--- config.mk ---
export PLATFORM = sky130hd
export DESIGN_NAME = ppi_bus_sequencer
export DESIGN_NICKNAME = d
export VERILOG_FILES = /design/src/rtl/ppi_bus_sequencer.sv
export SDC_FILE = /design/constraint.sdc
export NUM_CORES = 1
export LEC_CHECK = 0
export BUFFER_PORTS_ARGS = -buffer_cell sky130_fd_sc_hd__buf_4
export CORE_MARGIN = 10
export CORE_UTILIZATION = 52
export CTS_BUF_LIST = sky130_fd_sc_hd__clkbuf_8
export DETAILED_ROUTE_END_ITERATION = 6
export GPL_ROUTABILITY_DRIVEN = 0
export PLACE_DENSITY = 0.82
export SYNTH_ARGS = -nofsm -noshare
export SYNTH_HDL_FRONTEND = slang
export SYNTH_SLANG_ARGS = --single-unit
--- constraint.sdc ---
create_clock -name Clk_i -period 2.4 [get_ports Clk_i]
set_input_delay 0.12 -clock Clk_i [delete_from_list [all_inputs] [get_ports Clk_i]]
set_output_delay 0.12 -clock Clk_i [all_outputs]
set_load 0.02 [all_outputs]
--- src/rtl/ppi_bus_sequencer.sv ---
// PPI8255A bus master: timed nCs/nRe/nWr cycles shared round-robin by two requesters.
// Optional build macro PPI_AUTOINIT_EN: write INIT_CW to the control register after reset.
module ppi_bus_sequencer #(
    parameter int         SETUP_CYC  = 1,
    parameter int         STROBE_CYC = 2,
    parameter int         HOLD_CYC   = 1,
    parameter logic [7:0] INIT_CW    = 8'h80
) (
    input  logic       Clk_i,
    input  logic       nReset_i,
    input  logic       Req0_i,
    input  logic       Req1_i,
    input  logic       We0_i,
    input  logic       We1_i,
    input  logic [1:0] Addr0_i,
    input  logic [1:0] Addr1_i,
    input  logic [7:0] WData0_i,
    input  logic [7:0] WData1_i,
    output logic       Ack0_o,
    output logic       Ack1_o,
    output logic [7:0] RData_o,
    output logic       Busy_o,
    output logic [7:0] CwShadow_o,
    output logic       nCs_o,
    output logic       nRe_o,
    output logic       nWr_o,
    output logic [1:0] A_o,
    output logic [7:0] DOut_o,
    output logic       DOe_o,
    input  logic [7:0] DIn_i
);

`ifdef PPI_AUTOINIT_EN
    localparam logic AUTOINIT = 1'b1;
`else
    localparam logic AUTOINIT = 1'b0;
`endif

    localparam logic [7:0] SETUP_L  = 8'(SETUP_CYC);
    localparam logic [7:0] STROBE_L = 8'(STROBE_CYC);
    localparam logic [7:0] HOLD_L   = 8'(HOLD_CYC);
    localparam logic [7:0] RST_CW   = AUTOINIT ? INIT_CW : 8'h9B;

    typedef enum logic [2:0] {
        S_IDLE,
        S_SETUP,
        S_STROBE,
        S_HOLD,
        S_DONE
    } state_t;

    state_t     state_q, state_d;
    logic [7:0] cnt_q, cnt_d;
    logic       we_q, we_d;
    logic [1:0] addr_q, addr_d;
    logic [7:0] wdata_q, wdata_d;
    logic       owner_q, owner_d;
    logic       int_q, int_d;
    logic       last_q, last_d;
    logic       init_q, init_d;
    logic [7:0] rdata_q, rdata_d;
    logic [7:0] shadow_q, shadow_d;
    logic       grant1;

    // Requester 1 wins when alone, or on a tie when requester 0 was served last
    assign grant1 = Req1_i && (!Req0_i || !last_q);

    assign RData_o    = rdata_q;
    assign CwShadow_o = shadow_q;
    assign Busy_o     = (state_q != S_IDLE) || init_q;

    // State and latched transaction registers; reset drops every strobe at once
    always_ff @(posedge Clk_i or negedge nReset_i) begin
        if (!nReset_i) begin
            state_q  <= S_IDLE;
            cnt_q    <= 8'h00;
            we_q     <= 1'b0;
            addr_q   <= 2'b00;
            wdata_q  <= 8'h00;
            owner_q  <= 1'b0;
            int_q    <= 1'b0;
            last_q   <= 1'b1;
            init_q   <= AUTOINIT;
            rdata_q  <= 8'h00;
            shadow_q <= RST_CW;
        end else begin
            state_q  <= state_d;
            cnt_q    <= cnt_d;
            we_q     <= we_d;
            addr_q   <= addr_d;
            wdata_q  <= wdata_d;
            owner_q  <= owner_d;
            int_q    <= int_d;
            last_q   <= last_d;
            init_q   <= init_d;
            rdata_q  <= rdata_d;
            shadow_q <= shadow_d;
        end
    end

    // Phase sequencing, arbitration and PPI pin decode
    always_comb begin
        state_d  = state_q;
        cnt_d    = cnt_q;
        we_d     = we_q;
        addr_d   = addr_q;
        wdata_d  = wdata_q;
        owner_d  = owner_q;
        int_d    = int_q;
        last_d   = last_q;
        init_d   = init_q;
        rdata_d  = rdata_q;
        shadow_d = shadow_q;
        nCs_o    = 1'b1;
        nRe_o    = 1'b1;
        nWr_o    = 1'b1;
        A_o      = 2'b00;
        DOut_o   = 8'h00;
        DOe_o    = 1'b0;
        Ack0_o   = 1'b0;
        Ack1_o   = 1'b0;

        unique case (state_q)
            S_IDLE: begin
                if (init_q) begin
                    we_d    = 1'b1;
                    addr_d  = 2'b11;
                    wdata_d = INIT_CW;
                    int_d   = 1'b1;
                    init_d  = 1'b0;
                    cnt_d   = SETUP_L;
                    state_d = S_SETUP;
                end else if (Req0_i || Req1_i) begin
                    owner_d = grant1;
                    last_d  = grant1;
                    int_d   = 1'b0;
                    we_d    = grant1 ? We1_i : We0_i;
                    addr_d  = grant1 ? Addr1_i : Addr0_i;
                    wdata_d = grant1 ? WData1_i : WData0_i;
                    cnt_d   = SETUP_L;
                    state_d = S_SETUP;
                end
            end
            S_SETUP: begin
                nCs_o  = 1'b0;
                A_o    = addr_q;
                DOe_o  = we_q;
                DOut_o = we_q ? wdata_q : 8'h00;
                if (cnt_q == 8'd1) begin
                    cnt_d   = STROBE_L;
                    state_d = S_STROBE;
                end else begin
                    cnt_d = cnt_q - 8'd1;
                end
            end
            S_STROBE: begin
                nCs_o  = 1'b0;
                A_o    = addr_q;
                DOe_o  = we_q;
                DOut_o = we_q ? wdata_q : 8'h00;
                nWr_o  = !we_q;
                nRe_o  = we_q;
                if (cnt_q == 8'd1) begin
                    if (!we_q) begin
                        rdata_d = DIn_i;
                    end
                    cnt_d   = HOLD_L;
                    state_d = S_HOLD;
                end else begin
                    cnt_d = cnt_q - 8'd1;
                end
            end
            S_HOLD: begin
                nCs_o  = 1'b0;
                A_o    = addr_q;
                DOe_o  = we_q;
                DOut_o = we_q ? wdata_q : 8'h00;
                if (cnt_q == 8'd1) begin
                    state_d = S_DONE;
                end else begin
                    cnt_d = cnt_q - 8'd1;
                end
            end
            S_DONE: begin
                Ack0_o = !int_q && !owner_q;
                Ack1_o = !int_q && owner_q;
                if (we_q && (addr_q == 2'b11) && wdata_q[7]) begin
                    shadow_d = wdata_q;
                end
                state_d = S_IDLE;
            end
            default: begin
                state_d = S_IDLE;
            end
        endcase
    end

endmodule

==> impl_metrics.csv <==
group,metric,value,unit
outcome,status,"finished clean",
floorplanning,core_area,3690,um2
cts,cts_buffers,5,
global_route,gr-total-overflow,0,
power,p_leak,1.33,nW
floorplanning,die_x,82.0,um
logic_synthesis,synth_ff_type,"dfrtp_1",
route,vias_per_cell,5.44,
logic_synthesis,ys_warn_count,0,
critical_path,required,2590,ps
floorplanning,row_count,22,
route,routedWlPerCell,16.0,um
critical_path,reg2reg_depth,6,
logic_synthesis,async_flop_share,100,%
route,drt-total-wl,4920,um
power,ir_drop,0.703,mV
logic_synthesis,synth.avg_cell_area,10.7,um2
route,dr.pass1.iters,5,
global_route,grt_pass1_vias,1747,
timing,finalHoldViolCount,0,
global_route,grt_max_degree,41,
timing,slew_violations,0,
route,vias,1675,
timing,clock_skew,5.78,ps
critical_path,critPathLaunch,"cnt_q[1]",
flow_run,maxCapViolations,0,
placed_design,place_area,2550,um2
logic_synthesis,syn_nets,223,
floorplanning,dieArea,6720,um2
route,drtIter0Drc,71,
logic_synthesis,ys_ff_latch,40,
layout,nFillCells,287,
critical_path,start_kind,"flip-flop",
global_route,antenna_found_initial,0,
placed_design,hpwlAfterDp,3690,um
cts,cts-root-buf,"clkbuf_8",
layout,drive_above_1_share,41.9,%
hold_path,min_from,"DIn_i[5]",
global_route,grtUsageTotal,15.0,%
timing,fmax,469,MHz
layout,area_growth,34.7,%
timing,worstMarginPinSlew,488,ps
timing,finalSetupViolations,0,
logic_synthesis,yosysTopAreaCellShare,42.6,%
critical_path,cpPeakStageDelay,420,ps
route,drc,0,
hold_path,hold_class,"in -> reg",
cts,cts_tree,"done",
critical_path,slowest_stage,"or2_1",
route,drtAntennaViolNets,0,
placed_design,io_buffers,66,
logic_synthesis,syn_area,2000,um2
floorplanning,num_io_pins,67,
layout,n_antenna_cell,0,
layout,nNetsFinal,295,
placed_design,place_ws,298,ps
cts,clockBufferDepth,2,
logic_synthesis,synth.largest_area_cell,"dfrtp_1",
cts,cts_setup_buffers,0,
critical_path,end_kind,"flip-flop",
critical_path,crit_fanout,8,
global_route,grt_pass1_wl,7850,um
critical_path,worst_r2r_endpoint,"RData_o[6]",
logic_synthesis,synth_cells,187,
layout,fin_area,2690,um2
critical_path,rrSetupSlack,270,ps
timing,fin_ws,268,ps
cts,cts_sinks,40,
critical_path,path_class,"reg -> reg",
critical_path,r2r_start,"cnt_q[1]",
logic_synthesis,ys_seq_area_share,50.5,%
logic_synthesis,yosys-top-cells-area,"dfrtp_1, dfstp_2, mux2_4, mux2i_1, nor2_1",
floorplanning,initial_utilization,54.1,%
logic_synthesis,synth_cell_types,43,
power,finalPower,2.85,mW
cts,clkLatencyLatePin,300,ps
timing,fin_crit_sh,88.8,%
critical_path,arrival,2320,ps
cts,htreeDepth,2,
layout,multi_input_area,926,um2
timing,whs,46.6,ps
power,power.density,1060,nW/um2
logic_synthesis,synth_edf_count,0,
timing,period_minus_slack,2130,ps
timing,rsz0062_at_grt,"no",
cts,path_clk_slew,80,ps
timing,tns,0,ps
critical_path,crit_path_end,"RData_o[6]",
critical_path,path_cells,"inv_1 -> ha_1 -> nor4b_4 -> nand2_2 -> or2_1 -> mux2_4",
timing,slew_headroom,67.5,%
floorplanning,die_h,82.0,um
layout,ff_latch_area,1010,um2
==> synthesized netlist by cell type (all sizes together) (2+ instances only) <==
master,number
a21oi,17
a31oi,2
and2,3
and3,9
buf,5
clkbuf,3
dfrtp,34
dfstp,6
ha,2
inv,5
mux2,15
mux2i,11
nand2,9
nand2b,2
nand3,6
nand4,2
nor2,26
nor3,4
o211ai,2
o21ai,7
o31ai,3
or2,2
==> placed cells by master, fill, tap and decap left out, types with 2 or more instances in the layout <==
master         netlist  layout
nor2_1              25      25
nand3_1              6       6
o31ai_1              3       3
a31oi_1              2       2
nand4_1              2       2
clkbuf_8             0       6
mux2_4               8       8
ha_1                 2       2
dfrtp_1             34      34
mux2i_1             11      11
nor3_1               3       3
o211ai_1             2       2
nand2_1              8       8
and3_1               8       8
nand2b_1             2       2
mux2_2               7       7
a21oi_1             16      16
buf_4                0      71
inv_1                5       5
o21ai_0              6       6
and2_1               3       3
dfstp_2              6       6
dlygate4sd3_1        0       2
==> how the worst min path moves through the flow <==
| stage | to | slack (ps) | cells after the start |
|---|---|---|---|
| after floorplan | CwShadow_o[2] | -180 | 0 |
| after global placement | wdata_q[7] | 120 | 1 |
| after detailed placement | wdata_q[7] | 120 | 1 |
| after CTS | RData_o[5] | 40 | 2 |
| after global routing | RData_o[2] | 40 | 2 |
| final | RData_o[5] | 50 | 2 |
==> final cells by class <==
cell class | count | share of cell area, %
clock inverter | 2 | 1.44
sequential | 40 | 37.5
tap | 48 | 2.23
multi-input combinational | 134 | 34.5
clock buffer | 6 | 3.07
timing repair buffer | 73 | 20.6
inverter | 5 | 0.698
==> cells by family after synthesis <==
kind of cell    synth area share [%]
simple gates                    18.4
flops                           50.5
compound gates                  10.8
mux                             15.5
buf+inv                         3.07
fa+ha+maj                       1.25
xor+xnor                       0.439
==> flip-flops by register name (all words and copies together), names as in the netlist <==
register / flops
CwShadow_o: 8
RData_o: 8
cnt_q: 8
wdata_q: 8
state_q: 3
addr_q: 2
last_q: 1
owner_q: 1
we_q: 1
==> what timing repair did <==
action,4_1_cts,5_1_grt
resized for setup,0,0
endpoints found under the hold margin,35,0
hold buffers,2,0
==> routing by layer <==
layer	vias up	track usage (%)	share of wire, %
li1	804	-	-
met1	789	17.6	41
met2	72	22.6	47
met3	10	6.33	9.6
met4	0	8.33	2.0
met5	-	0	0
==> worst max-delay path, delay by kind of cell, from the launching register on <==
kind | cells | cell delay, ps
mux | 1 | 370
flops | 1 | 400
buf+inv | 1 | 110
fa+ha+maj | 1 | 200
simple gates | 3 | 950
==> per-stage QoR <==
stage	util, %	cells
after detailed placement	69.0	298
final	72.9	308
after CTS	72.9	308
after global routing	72.9	308
after floorplan	-	187
after global placement	69.0	298
==> where the power goes <==
group          internal [mW]  total [mW]  switching, mW
sequential             0.881        1.10          0.220
clock                  0.340       0.575          0.235
combinational          0.543        1.18          0.635
Power figures use the tool's default switching activity.
